==> config.mk <==
export PLATFORM = sky130hd
export DESIGN_NAME = imem_loader
export DESIGN_NICKNAME = d
export VERILOG_FILES = /design/src/rtl/imem_loader.sv
export SDC_FILE = /design/constraint.sdc
export NUM_CORES = 1
export LEC_CHECK = 0
export ABC_CLOCK_PERIOD_IN_PS = 3100
export CORE_MARGIN = 1
export CORE_UTILIZATION = 53
export CTS_CLUSTER_DIAMETER = 200
export DETAILED_ROUTE_END_ITERATION = 8
export PLACE_DENSITY = 0.79
export SETUP_SLACK_MARGIN = 0.3
export SLEW_MARGIN = 20
export SYNTH_ARGS = -nofsm -noshare
export SYNTH_HDL_FRONTEND = slang
export SYNTH_SLANG_ARGS = --single-unit
==> constraint.sdc <==
create_clock -name clk -period 3.1 [get_ports clk]
set_input_delay 0.775 -clock clk [delete_from_list [all_inputs] [get_ports clk]]
set_output_delay 0.775 -clock clk [all_outputs]
set_load 0.02 [all_outputs]
==> src/rtl/imem_loader.sv <==
// rtl/imem_loader.sv - length-prefixed byte stream loader for the instruction memory write port
// Packs little-endian byte pairs into halfwords and holds the core in reset while loading.
module imem_loader #(
    parameter logic [31:0] BASE_ADDR = 32'd0,
    parameter int unsigned MAX_WORDS = 32
) (
    input  logic        clk,
    input  logic        reset,
    input  logic        start,
    input  logic        in_valid,
    input  logic [7:0]  in_data,
    output logic        in_ready,
    output logic        we,
    output logic [31:0] waddr,
    output logic [15:0] din,
    output logic        cpu_hold,
    output logic        done,
    output logic        err
);

    typedef enum logic [2:0] {
        S_IDLE    = 3'd0,
        S_LEN_LO  = 3'd1,
        S_LEN_HI  = 3'd2,
        S_DATA_LO = 3'd3,
        S_DATA_HI = 3'd4,
        S_WRITE   = 3'd5,
        S_DONE    = 3'd6
    } state_t;

    localparam logic [16:0] MAX_HW = 17'(2 * MAX_WORDS);

    state_t      r_state;
    state_t      w_next;
    logic [15:0] r_len;
    logic [7:0]  r_lo;
    logic [16:0] r_idx;
    logic        r_err;
    logic [31:0] r_waddr;
    logic [15:0] r_din;

    logic        w_xfer;
    logic [15:0] w_len_full;
    logic [16:0] w_idx_inc;

    assign w_xfer     = in_valid && in_ready;
    assign w_len_full = {in_data, r_len[7:0]};
    assign w_idx_inc  = r_idx + 17'd1;

    always_ff @(posedge clk or negedge reset) begin
        if (!reset) begin
            r_state <= S_IDLE;
        end else begin
            r_state <= w_next;
        end
    end

    always_comb begin
        w_next = r_state;
        case (r_state)
            S_IDLE, S_DONE: if (start) w_next = S_LEN_LO;
            S_LEN_LO:       if (w_xfer) w_next = S_LEN_HI;
            S_LEN_HI:       if (w_xfer) w_next = (w_len_full == 16'd0) ? S_DONE : S_DATA_LO;
            S_DATA_LO:      if (w_xfer) w_next = S_DATA_HI;
            S_DATA_HI:      if (w_xfer) w_next = S_WRITE;
            // index counts halfwords, so the load ends at twice the word count
            S_WRITE:        w_next = (w_idx_inc == {r_len, 1'b0}) ? S_DONE : S_DATA_LO;
            default:        w_next = S_IDLE;
        endcase
    end

    always_comb begin
        in_ready = 1'b0;
        cpu_hold = 1'b0;
        we       = 1'b0;
        done     = 1'b0;
        case (r_state)
            S_LEN_LO, S_LEN_HI, S_DATA_LO, S_DATA_HI: begin
                in_ready = 1'b1;
                cpu_hold = 1'b1;
            end
            S_WRITE: begin
                cpu_hold = 1'b1;
                we       = (r_idx < MAX_HW);
            end
            S_DONE:  done = 1'b1;
            default: ;
        endcase
    end

    always_ff @(posedge clk or negedge reset) begin
        if (!reset) begin
            r_len   <= 16'd0;
            r_lo    <= 8'd0;
            r_idx   <= 17'd0;
            r_err   <= 1'b0;
            r_waddr <= 32'd0;
            r_din   <= 16'd0;
        end else begin
            case (r_state)
                S_IDLE, S_DONE: begin
                    if (start) begin
                        r_err <= 1'b0;
                        r_idx <= 17'd0;
                    end
                end
                S_LEN_LO: if (w_xfer) r_len[7:0] <= in_data;
                S_LEN_HI: begin
                    if (w_xfer) begin
                        r_len[15:8] <= in_data;
                        if (w_len_full != 16'd0) r_err <= ({16'd0, w_len_full} > MAX_WORDS);
                    end
                end
                S_DATA_LO: if (w_xfer) r_lo <= in_data;
                S_DATA_HI: begin
                    if (w_xfer) begin
                        r_din   <= {in_data, r_lo};
                        r_waddr <= BASE_ADDR + {14'd0, r_idx, 1'b0};
                    end
                end
                S_WRITE: r_idx <= w_idx_inc;
                default: ;
            endcase
        end
    end

    assign err   = r_err;
    assign waddr = r_waddr;
    assign din   = r_din;

endmodule

* After elaboration in Yosys (flattened, before gate mapping)
Cells that the tools add are included. W data, S select, Z words.
Word-level totals: bits in registers 78, input port bits 12, output and inout port bits 53, word-level logic and storage cells 58
Cells by class: add/subtract/negate cells 1, order comparisons 2, eq/ne operators 13, multiplexer cells 18, reduce and logical (&&, ||, !) cells 16
Operators with widths (number):
- $pmux W17 S2 | 1
- $mux W3 | 7
- $pmux W3 S6 | 1
- $add A17 B1 Y17 const B | 1
- $eq A17 B17 Y1 | 1
- $lt A17 B7 Y1 const B | 1
- $mux W17 | 1
- $gt A16 B6 Y1 const B | 1
- $logic_not A16 Y1 | 1
- $reduce_bool A16 Y1 | 1
- $ne A2 B2 Y1 const B | 6
- $reduce_and A2 Y1 | 5
- $eq A3 B3 Y1 const B | 3
- $mux W1 | 7
- $eq A3 B2 Y1 const B | 2
- $reduce_and A5 Y1 | 1
- $reduce_or A5 Y1 | 1
- $reduce_and A4 Y1 | 1
- $reduce_bool A2 Y1 | 2
- $reduce_or A4 Y1 | 1
- $eq A3 B1 Y1 const B | 1
- $logic_not A3 Y1 | 1
- $pmux W1 S2 | 1
- $reduce_or A2 Y1 | 1
- $logic_and A1 B1 Y1 | 1

* Logic depth before layout (Yosys ltp)
depth in word-level cells 6, gate-level depth with buffers 7, mapped depth without buffers 7

* Least setup slack after synthesis
Ideal clock, no wire load.
path type reg-to-reg, start point register r_idx[0], end point register r_state[0], library setup time 142 ps, arrival time 2078 ps, required time 2958 ps, slack 880 ps, stages on the path, launching flop included 8, path buffers 0, period minus slack after synthesis 2220 ps, cell sequence dfrtp_1 ha_1 xor2_1 and2_1 o2111ai_1 or4_1 a2111oi_2 a31oi_1
On the way: longest elaborated chain between the ends 4
Ends and longest elaborated chain:
- start, declared | RTL line 37 | logic [16:0] r_idx;
- start signal, assigned | RTL line 121 | S_WRITE: r_idx <= w_idx_inc;
- $add A17 B1 Y17 | RTL line 48 | assign w_idx_inc = r_idx + 17'd1;
- $eq A17 B17 Y1 | RTL line 67 | S_WRITE: w_next = (w_idx_inc == {r_len, 1'b0}) ? S_DONE : S_DATA_LO;
- $mux W3 | RTL line 67
- $pmux W3 S6 | RTL line 60 | case (r_state)
- end signal, assigned | RTL line 54 | r_state <= w_next;
- end, declared | RTL line 33 | state_t r_state;
No other way between the ends. A chain may end at the register's enable or synchronous reset.

* Worst setup path in the final report
start point register r_state[2], end point output we
On the way: longest elaborated chain between the ends 2
Ends and longest elaborated chain:
- $eq A3 B3 Y1 | RTL line 77 | case (r_state)
- $mux W1 | RTL line 77
- end, declared | RTL line 13 | output logic we,
No other way between the ends.

==> out/summary.md <==
The flow ran to the end, and the final reports show no timing, DRC or antenna violations. In this run the remaining antenna-violating nets after routing total 0. Summing every instance area after synthesis gives 3920 sq um. In this run the cell area measured after placement is 4440 sq um. The number of enable-type register cells in the synthesized netlist came out at 0.

The final critical path time including I/O delays and setup came out at 2.65 ns. Setup repair after global routing left no endpoint under its margin. For this design the static power due to leakage is 1.95 nW.

For this run the aggregate overflow at the end of global routing stands at 0. The number of standard cells after synthesis was 354. The number of antenna diodes in the final layout is 0. The run gives 0.53 ns as the setup slack of the worst register-to-register path. Type of the setup path with the least slack: reg -> out. The post-synthesis area per instance works out to 11.1 sq um. Clock latency on the worst-skew pair, taken at its later pin, is 0.35 ns. For the total number of nets in the final design, the log shows 414. IR analysis of the VDD net gives a maximum drop of 0.562 mV. The cell depth of the worst min-delay path is 1, and the number of global-route vias before repair is 2736. For this design the ratio of total power to cell area is 941 nW/um^2. Measured against its own limit, the worst slew margin works out to 37.7%. The worst hold path begins at err.

After detailed routing, the average wire length per cell comes to 15.8 um. Post-cts gate resize count: 1. The pre-antenna-repair detailed-routing pass consisted of 4 iterations. The I/O pin count is 65. The endpoint identified for the worst register-to-register timing path is r_state[0]. Transition at the pin with the smallest max-transition slack: 0.935 ns. STA classifies the critical path endpoint as an output port. Of the cells placed in the final design, the portion with a size suffix greater than 1 is 22.7%. At the end of routability-driven placement, the weighted congestion stood at 0.884.

The number of clock buffers added by TritonCTS is 9. The data required time of the critical path is 2.32 ns. The number of hold buffers added after cts is 0. Total of fill cells in the finished design: 555.

The number of buffers added on ports came out at 49. Ranked by total cell area, the synthesized netlist is headed by sky130_fd_sc_hd__dfrtp_1 (50%), sky130_fd_sc_hd__mux2_2 (16%), sky130_fd_sc_hd__xnor2_1 (3.8%), sky130_fd_sc_hd__o21ai_0 (3.2%), sky130_fd_sc_hd__buf_4 (3.1%). For this run, the register share of the synthesized area comes to 49.8%.

The wire length of the first global-routing pass is 13600 um, and the die boundary height is 88 um. The run gives 7940 um as the detailed-route wire length. The path with the worst hold slack has its endpoint at err. The clock slew at the register clock pins of the worst setup and hold paths came out at 0.09 ns. The area of all placed cells without fillers came out at 4640 sq um.

The largest fanout of any net on the critical path works out to 7. Once the clock tree was built, the setup fixing pass inserted 0 buffers. The share of the clock period used by the worst path after layout was 85.6%. Global-route total usage across every layer: 23.2%. TritonCTS built the clock tree. For the area enclosed by the die boundary, the log shows 7740 sq um. The root buffer cell is sky130_fd_sc_hd__clkbuf_8. Once the floorplan was initialized, standard cells occupied 56.1% of the core. Post-synthesis sequential element count: 78.

After synthesis, the share of flip-flops with an asynchronous set or reset is 100%. The area fraction of the dominant cell type after synthesis is 49.8%. After routing, the total negative slack on setup checks comes to 0 ns. The run gives 377 MHz as the timing-limited maximum frequency. Of all cell types, the one taking the most synthesized area is sky130_fd_sc_hd__dfrtp_1.

In this run, the number of DRC markers left after iteration 0 of detailed routing was 188. For this run, the number of Yosys warnings is 0. The placed wire-length estimate was 5570 um; the number of clock sinks was 78. The region available for standard cell placement spans 6980 sq um. The worst setup path is launched from a flip-flop. The logs give 0 for the number of hold violations in the final report and 0 for the number of maximum-capacitance constraint violations. The tools report the H-tree depth as 3.

Counting distinct cell types in the post-synthesis netlist gives 50. The cell count of the worst reg-to-reg path was 7. Dividing the detail-routed via count by the number of cells gives 5.58.

In this run the horizontal extent of the chip is 88 um. After detailed routing, the number of remaining DRC violations is 0. The worst hold path belongs to the class reg -> reg. Entering global routing, the biggest net connects 79 pins. Setup violations remaining at the end of the flow were counted as 0.

The tools report the max-slew violation count as 0. The source of the worst register-to-register timing path is r_idx[0]. The clock arrives with 0.00787 ns of skew. Dominant synthesized flop cell: sky130_fd_sc_hd__dfrtp_1. The clock passes through at most 2 buffers. The endpoint arrival time on the critical path is 1.88 ns, and the initial antenna violation count is 0.

Number of rows in the core area: 30. The run gives 2803 as the total vias in the final route. The area growth from synthesis to layout was 18.3%.
cells in the final DEF, fill, tap and decap left out, types with 2 or more instances in the layout:
| cell | synthesis | layout |
|---|---|---|
| sky130_fd_sc_hd__nand3_1 | 6 | 6 |
| sky130_fd_sc_hd__a31oi_1 | 2 | 2 |
| sky130_fd_sc_hd__xnor2_1 | 17 | 17 |
| sky130_fd_sc_hd__nor4_1 | 5 | 4 |
| sky130_fd_sc_hd__o41ai_1 | 2 | 2 |
| sky130_fd_sc_hd__a21o_1 | 2 | 2 |
| sky130_fd_sc_hd__clkdlybuf4s50_1 | 0 | 47 |
| sky130_fd_sc_hd__dfrtp_1 | 78 | 78 |
| sky130_fd_sc_hd__nand4_1 | 5 | 5 |
| sky130_fd_sc_hd__nor2_2 | 1 | 2 |
| sky130_fd_sc_hd__and2_1 | 4 | 4 |
| sky130_fd_sc_hd__o31ai_1 | 5 | 5 |
| sky130_fd_sc_hd__a21oi_1 | 10 | 10 |
| sky130_fd_sc_hd__inv_1 | 2 | 2 |
| sky130_fd_sc_hd__mux2_2 | 57 | 57 |
| sky130_fd_sc_hd__and3_1 | 5 | 5 |
| sky130_fd_sc_hd__a211oi_1 | 2 | 2 |
| sky130_fd_sc_hd__or3_1 | 3 | 3 |
| sky130_fd_sc_hd__nor3_1 | 4 | 4 |
| sky130_fd_sc_hd__xor2_1 | 7 | 7 |
| sky130_fd_sc_hd__or4_1 | 4 | 4 |
| sky130_fd_sc_hd__nand2_1 | 23 | 23 |
| sky130_fd_sc_hd__conb_1 | 1 | 15 |
| sky130_fd_sc_hd__clkinv_2 | 0 | 2 |
| sky130_fd_sc_hd__nor2_1 | 24 | 23 |
| sky130_fd_sc_hd__clkbuf_8 | 0 | 9 |
| sky130_fd_sc_hd__buf_4 | 16 | 8 |
| sky130_fd_sc_hd__inv_6 | 0 | 3 |
| sky130_fd_sc_hd__nand2b_1 | 3 | 3 |
| sky130_fd_sc_hd__o21ai_0 | 25 | 25 |
| sky130_fd_sc_hd__nor3b_1 | 2 | 2 |
registers in the layout, indices dropped and copies added, names as in the netlist:
signal and flops:
r_lo 8, din 16, err 1, r_idx 17, waddr 17, r_len 16
r_state 3
cell usage after synthesis, drive strengths merged (2+ instances only):
master,instances
xor2,7
a31o,2
o41ai,2
nor3,5
a21o,2
a2111oi,2
o31ai,5
nor2,25
dfrtp,78
nor4,5
or3,3
mux2,57
buf,22
nand4,6
nand2b,3
a21oi,10
or4,4
clkbuf,12
xnor2,17
nand2,23
o21ai,25
inv,2
nand3,7
and2,4
and3,5
nor3b,3
a31oi,2
a211oi,2
layer usage:
metal | GRT usage [%] | wire, um
met5 | 0 | 0
met4 | 8.64 | 104
met3 | 5.09 | 350
met2 | 34.9 | 3700
met1 | 33.0 | 3780
worst max-delay path by stage:
stage | from | slack (ns) | end | depth (start not counted)
after floorplan | r_idx[0] | 0.88 | r_state[0] | 7
after global placement | in_data[3] | 0.26 | err | 7
after detailed placement | in_data[3] | 0.22 | r_state[2] | 7
after CTS | r_state[2] | 0.37 | we | 6
after global routing | r_state[2] | 0.33 | we | 6
final | r_state[2] | 0.45 | we | 6
stage by stage:
| step | instances | utilization (%) | setup WS (ns) | hold WS (ns) | power [mW] |
|---|---|---|---|---|---|
| 5_1_grt | 502 | 66.4 | 0.329 | 0.520 | 4.64 |
| 4_1_cts | 502 | 66.1 | 0.372 | 0.510 | 4.38 |
| 2_1_floorplan | 368 | - | 0.880 | 0.474 | 2.92 |
| 3_5_place_dp | 486 | 63.6 | 0.220 | 0.488 | 3.67 |
| 3_3_place_gp | 486 | 63.6 | 0.258 | 0.486 | 3.62 |
| 6_report | 502 | 66.4 | 0.448 | 0.508 | 4.36 |
critical path, stage by stage (launching register included):
cell                            delay (ns)
sky130_fd_sc_hd__dfrtp_1              0.35
sky130_fd_sc_hd__inv_1                0.11
sky130_fd_sc_hd__nor2_1               0.21
sky130_fd_sc_hd__nand2_1              0.13
sky130_fd_sc_hd__nor4_2               0.19
sky130_fd_sc_hd__and3_1               0.22
sky130_fd_sc_hd__dlygate4sd2_1        0.33
logic make-up after synthesis:
family,Yosys count,share of synthesized area [%]
fa+ha+maj,1,0.319
xor+xnor,24,5.36
mux,58,16.6
other cells,1,0.0957
buf+inv,36,5.17
simple gates,97,13.2
flops,78,49.8
compound gates,59,9.45
cell type report:
cell class,count,area [sq um],share of cell area (%)
well taps,96,120,2.59
repair buffers,56,539,11.6
inverters,2,7.51,0.162
flip-flops and latches,78,1950,42.1
multi-input cells,254,1840,39.7
clock inverters,7,55.1,1.19
clock buffers,9,124,2.67
report_power, final:
group | total (mW) | internal (mW) | switching, mW
sequential | 1.71 | 1.42 | 0.296
clock | 0.704 | 0.302 | 0.402
combinational | 1.95 | 1.01 | 0.942
total | 4.36 | 2.72 | 1.64
(Power assumes the default switching activity.)
